--- src/rtl/multiplier_pkg.sv ---
// Shared constants and types for the Kyber multiplier / modular reduction datapath.
package multiplier_pkg;

  localparam int DATA_LENGTH   = 32;
  localparam int KYBER_Q       = 3329;
  localparam int KYBER_COEFF_W = 12;

  typedef enum logic [1:0] {
    IDLE,
    START,
    WAIT,
    OUT
  } feeder_state_t;

endpackage

--- src/rtl/kyber_pair_fifo.sv ---
// Synchronous FIFO for packed {a,b} coefficient pairs; pointers carry an extra wrap bit
// so full and empty are distinguished without a separate occupancy counter.
module kyber_pair_fifo #(
  parameter int WIDTH = 24,
  parameter int DEPTH = 4
) (
  input  logic             clk_i,
  input  logic             rst_ni,
  input  logic             push,
  input  logic [WIDTH-1:0] wdata,
  input  logic             pop,
  output logic [WIDTH-1:0] rdata,
  output logic             full,
  output logic             empty
);

  localparam int AW = $clog2(DEPTH);

  if (DEPTH < 2 || (DEPTH & (DEPTH - 1)) != 0) begin : g_bad_depth
    $error("kyber_pair_fifo: DEPTH must be a power of 2 and >= 2");
  end

  logic [WIDTH-1:0] mem [DEPTH];
  logic [AW:0]      wptr;
  logic [AW:0]      rptr;
  logic             do_push;
  logic             do_pop;

  assign full    = (wptr[AW] != rptr[AW]) && (wptr[AW-1:0] == rptr[AW-1:0]);
  assign empty   = (wptr == rptr);
  assign do_push = push && !full;
  assign do_pop  = pop && !empty;
  assign rdata   = mem[rptr[AW-1:0]];

  always_ff @(posedge clk_i) begin
    if (!rst_ni) begin
      wptr <= '0;
      rptr <= '0;
    end else begin
      if (do_push) wptr <= wptr + (AW + 1)'(1);
      if (do_pop)  rptr <= rptr + (AW + 1)'(1);
    end
  end

  // Storage needs no reset: the pointers alone define what is valid.
  always_ff @(posedge clk_i) begin
    if (do_push) mem[wptr[AW-1:0]] <= wdata;
  end

endmodule

--- src/rtl/kyber_mult_feeder.sv ---
// Buffers (a,b) pairs, forms a*b and serialises it through the shared reduction unit,
// returning (a*b) mod Q on a valid/ready stream. KYBER_FEEDER_STATS_EN adds pair/stall counters.
module kyber_mult_feeder #(
  parameter int DATA_LENGTH = multiplier_pkg::DATA_LENGTH,
  parameter int COEFF_W     = multiplier_pkg::KYBER_COEFF_W,
  parameter int FIFO_DEPTH  = 4,
  parameter int Q           = multiplier_pkg::KYBER_Q
) (
  input  logic                   clk_i,
  input  logic                   rst_ni,
  input  logic                   in_valid_i,
  output logic                   in_ready_o,
  input  logic [COEFF_W-1:0]     a_i,
  input  logic [COEFF_W-1:0]     b_i,
  output logic                   red_start_o,
  output logic [DATA_LENGTH-1:0] red_x_o,
  output logic [DATA_LENGTH-1:0] red_m_o,
  input  logic [DATA_LENGTH-1:0] red_result_i,
  input  logic                   red_valid_i,
  output logic                   out_valid_o,
  input  logic                   out_ready_i,
  output logic [COEFF_W-1:0]     result_o,
  output logic                   range_err_o
`ifdef KYBER_FEEDER_STATS_EN
  ,
  output logic [31:0]            pair_cnt_o,
  output logic [31:0]            stall_cnt_o
`endif
);

  import multiplier_pkg::*;

  localparam int PW = 2 * COEFF_W;
  localparam logic [COEFF_W:0] Q_EXT = (COEFF_W + 1)'(Q);

  if (DATA_LENGTH < 2 * COEFF_W) begin : g_bad_width
    $error("kyber_mult_feeder: DATA_LENGTH must be >= 2*COEFF_W");
  end

  feeder_state_t     state;
  feeder_state_t     state_nxt;
  logic [PW-1:0]     prod;
  logic [PW-1:0]     prod_nxt;
  logic [PW-1:0]     pair_prod;
  logic [COEFF_W-1:0] res;
  logic [COEFF_W-1:0] res_nxt;
  logic              range_err;

  logic              push;
  logic              pop;
  logic              fifo_full;
  logic              fifo_empty;
  logic [PW-1:0]     fifo_rdata;
  logic [COEFF_W-1:0] fifo_a;
  logic [COEFF_W-1:0] fifo_b;
  logic              a_oor;
  logic              b_oor;
  logic              unused_res_hi;

  assign push       = in_valid_i && !fifo_full;
  assign in_ready_o = !fifo_full;

  kyber_pair_fifo #(
    .WIDTH (PW),
    .DEPTH (FIFO_DEPTH)
  ) u_fifo (
    .clk_i  (clk_i),
    .rst_ni (rst_ni),
    .push   (push),
    .wdata  ({a_i, b_i}),
    .pop    (pop),
    .rdata  (fifo_rdata),
    .full   (fifo_full),
    .empty  (fifo_empty)
  );

  assign fifo_a    = fifo_rdata[PW-1:COEFF_W];
  assign fifo_b    = fifo_rdata[COEFF_W-1:0];
  assign pair_prod = PW'(fifo_a) * PW'(fifo_b);

  // Out-of-range operands are still multiplied; the error flag only records that it happened.
  assign a_oor = {1'b0, a_i} >= Q_EXT;
  assign b_oor = {1'b0, b_i} >= Q_EXT;

  assign red_m_o       = DATA_LENGTH'(Q);
  assign red_x_o       = DATA_LENGTH'(prod);
  assign result_o      = res;
  assign range_err_o   = range_err;
  assign unused_res_hi = ^red_result_i[DATA_LENGTH-1:COEFF_W];

  always_comb begin
    state_nxt   = state;
    prod_nxt    = prod;
    res_nxt     = res;
    pop         = 1'b0;
    red_start_o = 1'b0;
    out_valid_o = 1'b0;
    unique case (state)
      IDLE: begin
        if (!fifo_empty) begin
          pop      = 1'b1;
          prod_nxt = pair_prod;
          // A zero product reduces to zero, so skip the reduction unit entirely.
          if (pair_prod == '0) begin
            res_nxt   = '0;
            state_nxt = OUT;
          end else begin
            state_nxt = START;
          end
        end
      end
      START: begin
        red_start_o = 1'b1;
        state_nxt   = WAIT;
      end
      WAIT: begin
        if (red_valid_i) begin
          res_nxt   = red_result_i[COEFF_W-1:0];
          state_nxt = OUT;
        end
      end
      OUT: begin
        out_valid_o = 1'b1;
        if (out_ready_i) state_nxt = IDLE;
      end
      default: state_nxt = IDLE;
    endcase
  end

  always_ff @(posedge clk_i) begin
    if (!rst_ni) begin
      state <= IDLE;
      prod  <= '0;
      res   <= '0;
    end else begin
      state <= state_nxt;
      prod  <= prod_nxt;
      res   <= res_nxt;
    end
  end

  always_ff @(posedge clk_i) begin
    if (!rst_ni) begin
      range_err <= 1'b0;
    end else if (push && (a_oor || b_oor)) begin
      range_err <= 1'b1;
    end
  end

`ifdef KYBER_FEEDER_STATS_EN
  always_ff @(posedge clk_i) begin
    if (!rst_ni) begin
      pair_cnt_o  <= '0;
      stall_cnt_o <= '0;
    end else begin
      if (state == OUT && out_ready_i) pair_cnt_o <= pair_cnt_o + 32'd1;
      if (state == WAIT) stall_cnt_o <= stall_cnt_o + 32'd1;
    end
  end
`else
  // Counters absent; the datapath does not depend on them.
`endif

endmodule
--- config.mk ---
export PLATFORM = sky130hd
export DESIGN_NAME = kyber_mult_feeder
export DESIGN_NICKNAME = d
export VERILOG_FILES = /design/src/rtl/multiplier_pkg.sv /design/src/rtl/kyber_pair_fifo.sv /design/src/rtl/kyber_mult_feeder.sv
export SDC_FILE = /design/constraint.sdc
export NUM_CORES = 1
export LEC_CHECK = 0
export CAP_MARGIN = 20
export CORE_UTILIZATION = 51
export CTS_CLUSTER_DIAMETER = 50
export DETAILED_ROUTE_END_ITERATION = 16
export PLACE_DENSITY = 0.73
export SYNTH_ARGS = -nofsm -noshare
export SYNTH_HDL_FRONTEND = slang
export SYNTH_SLANG_ARGS = --single-unit
export TNS_END_PERCENT = 5
--- constraint.sdc ---
create_clock -name clk_i -period 8 [get_ports clk_i]
set_input_delay 1.6 -clock clk_i [delete_from_list [all_inputs] [get_ports clk_i]]
set_output_delay 1.6 -clock clk_i [all_outputs]
set_load 0.01 [all_outputs]
==> results_dict.tcl, run 1 <==
set metrics [dict create \
    outcome "completed" \
    htree_levels 4 \
    rsz0062_at_grt "false" \
    grt-busiest-layer "met2" \
    ctsResizeCount 0 \
    die_w_um 146.7 \
    arrival_ns 7.44 \
    wl_mm 21.75 \
    cp-start-kind "flop" \
    yosysTopAreaCellShare_pct 26.99 \
    r2r_end "result_o[4]$_SDFFE_PN0P_" \
    synth_flop_cell "edfxtp_1" \
    synthDistinctLibCells 60 \
    skew_ns 0.01112 \
    vias 7107 \
    dieArea_sq_mm 0.02152 \
    fp-row-count 52 \
    areaGrowthSynthToFinish_pct 13.48 \
    antenna_cells 0 \
    fin_ws_ns 0.8597 \
    final.setup.tns_ns 0 \
    clock_latency_ns 0.42 \
    slew_headroom_pct 34.52 \
    crit_end "result_o[4]$_SDFFE_PN0P_" \
    worstPathRequired_ns 8.30 \
    grt_pass1_vias 7458 \
    wl_per_cell_um 16.27 \
    maxSlewViolCount 0 \
    start_util_pct 52.45 \
    vias_per_cell 5.316 \
    ios 141 \
    port-buffer-count 80 \
    fin_crit_sh_pct 89.25 \
    critPathMaxFanout 24 \
    grtUsageMet1_pct 26.86 \
    tightest_slew_ns 0.9822 \
    final_area_sq_mm 0.01212 \
    avgSynthCellArea_sq_um 10.71 \
    pre_cts_ws_ns 0.9286 \
    cts.clk_slew.worst_paths_ns 0.07 \
    cts_tree "built" \
    clock.fmax_ghz 0.1400 \
    use_met2_pct 38.89 \
    post_cts_buffers 0 \
    hold_violations 0 \
    grt_pass1_wl_mm 36.63 \
    drtIter0Drc 389 \
    synth-seq-cells 143 \
    core-area_sq_mm 0.02036 \
    synthTopCellsByArea "edfxtp_1, fa_1, dfxtp_1" \
    report.final.setup_viol 0 \
    fin_nets 1287 \
    min_path_type "flop to flop" \
    grt_max_degree 32 \
    syn_area_sq_mm 0.01068 \
    clkSinkCount 143 \
    track_usage_pct 21.61 \
    cts_buffers 17 \
    fin_crit_ns 7.140 \
    grt_overflow_total 0 \
    fp.dieH_um 146.7 \
    yosysSeqAreaShare_pct 35.80 \
    ant_nets 0 \
    layout_common_cells "inv_1, nand2_1, fa_1, edfxtp_1, clkdlybuf4s50_1" \
    r2r_slack_ns 0.86 \
    dp.final_hpwl_mm 16.18 \
    antenna_found_initial 0 \
    end_kind "flop" \
    synth_edf_count 96 \
    clk_path_buf_depth 2 \
    met3_usage_pct 3.323 \
    cap_violations 0 \
    remaining_drc_errors 0 \
    worst-r2r-cell-count 20 \
    yosysWarnings 0 \
    hold_buffers 0 \
    gp_congestion 0.8875 \
    post_dp_cell_area_sq_mm 0.01152 \
    clk_root_buffer_cell "clkbuf_16" \
    timing_worst_setup_path_type "flop to flop" \
    yosys.area.top_type "edfxtp_1" \
    syn_inst 997 \
    synthArstFlopShare_pct 0 \
    drtPass1Iterations 5 \
    drive_gt1_share_pct 6.935 \
]
-- worst min-delay path by stage --
stage | start | end | slack (ns) | cells past startpoint
floorplan | u_fifo.rptr[1]$_SDFFE_PN0P_ | flop | 0.48 | 2
global placement | prod[17]$_SDFFE_PN0P_ | prod[17]$_SDFFE_PN0P_ | 0.44 | 2
detailed placement | prod[15]$_SDFFE_PN0P_ | prod[15]$_SDFFE_PN0P_ | 0.45 | 2
CTS | prod[15]$_SDFFE_PN0P_ | prod[15]$_SDFFE_PN0P_ | 0.46 | 2
global route | prod[2]$_SDFFE_PN0P_ | prod[2]$_SDFFE_PN0P_ | 0.46 | 2
finish | prod[15]$_SDFFE_PN0P_ | prod[15]$_SDFFE_PN0P_ | 0.45 | 2
-- critical path: stages, from the launching register on --
cell      delay, ns
dfxtp_1        0.35
buf_12         0.22
mux4_2         0.71
and2_1         0.25
fa_1           0.51
fa_1           0.53
fa_1           0.53
fa_1           0.55
inv_1          0.05
fa_1           0.54
inv_1          0.04
ha_1           0.42
nand2_1        0.13
nor3_1         0.33
o211a_1        0.27
a211oi_1       0.09
or4b_1         0.56
nor4_2         0.28
nand4_1        0.15
o211a_2        0.26
a32o_1         0.23
-- per-stage QoR --
stage	std cells	hold slack, ns	utilization (%)
global route	1337	0.4645	59.52
global placement	1305	0.4421	56.59
finish	1337	0.4532	59.52
floorplan	1035	0.4785	-
CTS	1337	0.4557	59.52
detailed placement	1305	0.4472	56.59
-- Yosys cell counts, types with 6 or more instances --
cell type  count
edfxtp_1      96
and3_1         9
nand4_1        6
inv_1        138
nor2_1        38
clkbuf_1      39
mux4_2        24
a32o_1        12
nand2_1      138
nand3_1        6
xnor2_1        9
dfxtp_1       47
a21oi_1       38
o21ai_0       13
and2_1        69
a211oi_1       7
ha_1          72
fa_1         100
buf_4         42
xor2_1        11
nor3_1         7
-- kinds of logic after synthesis --
group	after synthesis	share of synthesized area, %
flops	143	35.80
compound gates	108	6.947
mux	24	5.061
fa+ha+maj	172	27.18
simple gates	303	13.74
buf+inv	225	9.559
xor+xnor	20	1.640
other cells	2	0.07032
-- flip-flops by register name, indices dropped and copies added, names as in the netlist, named ones only --
name	count
u_fifo.mem	96
prod	24
result_o	12
u_fifo.rptr	3
u_fifo.wptr	3
state	2
range_err_o	1
-- area by class of cell --
class                           instances  area [sq um]
Fill cell                            1673          8244
Multi-Input combinational cell        667          5978
Sequential cell                       143          3824
Timing Repair Buffer                   87         865.8
Inverter                              138         518.0
Clock buffer                           22         506.7
Tap cell                              270         337.8
Clock inverter                         10         90.09
-- per-layer routing --
metal / vias to the layer above / share of wire [%] / wire (um)
met3: 22 / 3.8 / 827
met1: 3597 / 42 / 9220
li1: 3336 / - / -
met4: 0 / 1.2 / 251
met2: 152 / 53 / 11450
met5: - / 0 / 0
Power of run 1 is left out: the tool's default activity adds up to more than one toggle a clock period on the data nets, which glitch-free logic cannot reach.
==> run 2: changes to the inputs <==
--- a/config.mk
+++ b/config.mk
@@ -9,7 +9,7 @@
 export CORE_UTILIZATION = 51
 export CTS_CLUSTER_DIAMETER = 50
 export DETAILED_ROUTE_END_ITERATION = 16
-export PLACE_DENSITY = 0.73
+export PLACE_DENSITY_LB_ADDON = 0.1
 export SYNTH_ARGS = -nofsm -noshare
 export SYNTH_HDL_FRONTEND = slang
 export SYNTH_SLANG_ARGS = --single-unit
==> results_dict.tcl, run 2 (synthesis gave the netlist of run 1 again) <==
set metrics [dict create \
    timing_worst_setup_path_type "flop to flop" \
    skew_ns 0.01613 \
    cp-start-kind "flop" \
    worstHoldStart "prod[2]$_SDFFE_PN0P_" \
    report.final.setup_viol 0 \
    cts.clk_slew.worst_paths_ns 0.06 \
    fin_crit_sh_pct 89.27 \
    fin_nets 1286 \
    port-buffer-count 80 \
    grt_pass1_vias 7324 \
    critPathMaxFanout 24 \
    dieArea_sq_mm 0.02152 \
    tightest_slew_ns 0.9714 \
    r2r_slack_ns 0.86 \
    whs_path_depth 2 \
    htree_levels 4 \
    multiInputGateArea_sq_mm 0.005981 \
    path_delay_family "adder cells" \
    wl_per_cell_um 16.34 \
    ios 141 \
    layout_common_cells "inv_1, nand2_1, fa_1, edfxtp_1, clkdlybuf4s50_1" \
    drive_gt1_share_pct 6.942 \
    antenna_found_initial 0 \
    maxSlewViolCount 0 \
    largest_reg_flops 96 \
    seqCellArea_sq_mm 0.003824 \
    arrival_ns 7.46 \
    worstPathRequired_ns 8.31 \
    worstPathCellList "buf_12 > mux4_2 > and2_1 > fa_1 > inv_1 > fa_1 > inv_1 > fa_1 > fa_1 > inv_1 > fa_1 > inv_1 > ha_1 > a21oi_1 > nor3b_1 > and2_1 > o311ai_1 > or4b_1 > nor4_2 > nand4_1 > o211a_2 > a32o_1" \
    clk_path_buf_depth 2 \
    areaGrowthSynthToFinish_pct 13.57 \
    end_kind "flop" \
    worst-r2r-cell-count 22 \
    timing.hold.ws_ns 0.4520 \
    ctsResizeCount 0 \
    vias 7023 \
    slew_headroom_pct 34.95 \
    fp.dieH_um 146.7 \
    ant_nets 0 \
    fp-row-count 52 \
    drtPass1Iterations 5 \
    rsz0062_at_grt "false" \
    cp_common_cell "fa_1" \
    cts_buffers 17 \
    clock_latency_ns 0.43 \
    n_fill_cell 1740 \
    core-area_sq_mm 0.02036 \
    final.setup.tns_ns 0 \
    hold_violations 0 \
    cp_slowest_cell "mux4_2" \
    die_w_um 146.7 \
    min_to "prod[2]$_SDFFE_PN0P_" \
    antenna_cells 0 \
    cpPeakStageDelay_ns 0.70 \
    track_usage_pct 21.94 \
    outcome "completed" \
    hold_buffers 0 \
    start_util_pct 52.45 \
    fin_crit_ns 7.142 \
    cts_tree "built" \
    min_path_type "flop to flop" \
    cap_violations 0 \
    post_cts_buffers 0 \
    clk_root_buffer_cell "clkbuf_16" \
    r2r_end "result_o[10]$_SDFFE_PN0P_" \
    wl_mm 21.83 \
    clkSinkCount 143 \
    grt_max_degree 32 \
    grt_pass1_wl_mm 36.49 \
    clock.fmax_ghz 0.1400 \
    gp_congestion 0.8534 \
    remaining_drc_errors 0 \
    grt_overflow_total 0 \
    drtIter0Drc 285 \
    vias_per_cell 5.257 \
    worstPathBufferInverterCount 5 \
    dp.final_hpwl_mm 16.30 \
]
==> run 2: layout make-up <==
| class | count | share of cell area [%] |
|---|---|---|
| timing repair buffer | 86 | 7.077 |
| clock inverter | 15 | 1.527 |
| multi-input combinational | 667 | 49.31 |
| tap | 270 | 2.785 |
| inverter | 138 | 4.271 |
| sequential | 143 | 31.52 |
| clock buffer | 17 | 3.507 |
==> run 2: metrics by stage <==
step	instance area, sq um	worst slack, ns	std cells	utilization, %
6_report	12130	0.8582	1336	59.56
5_1_grt	12130	0.4152	1336	59.56
4_1_cts	12130	0.8237	1336	59.56
3_5_place_dp	11520	0.8587	1304	56.56
3_3_place_gp	11520	0.8651	1304	56.56
2_1_floorplan	10820	0.9143	1035	-
==> run 2: worst max path at each step <==
stage | startpoint | to | slack (ns) | cells past startpoint
2_1_floorplan | flop | result_o[0]$_SDFFE_PN0P_ | 0.91 | 25
3_3_place_gp | flop | result_o[10]$_SDFFE_PN0P_ | 0.87 | 22
3_5_place_dp | flop | result_o[10]$_SDFFE_PN0P_ | 0.86 | 22
4_1_cts | flop | result_o[10]$_SDFFE_PN0P_ | 0.82 | 22
5_1_grt | flop | result_o[10]$_SDFFE_PN0P_ | 0.42 | 22
6_report | flop | result_o[10]$_SDFFE_PN0P_ | 0.86 | 22
==> run 2: worst min-delay path: stages, from the launching register on <==
cell	delay, ns
dfxtp_1	0.31
nand2_1	0.05
a21oi_1	0.05
==> run 2: metal layers <==
metal,vias to the layer above,global-route usage [%],part of all wire (%),wire length [um]
li1,3338,-,-,-
met1,3536,28.10,44,9680
met2,127,38.51,52,11290
met3,22,3.820,2.8,619
met4,0,5.521,1.1,239
met5,-,0,0,0
Power of run 2 is left out for the same reason.
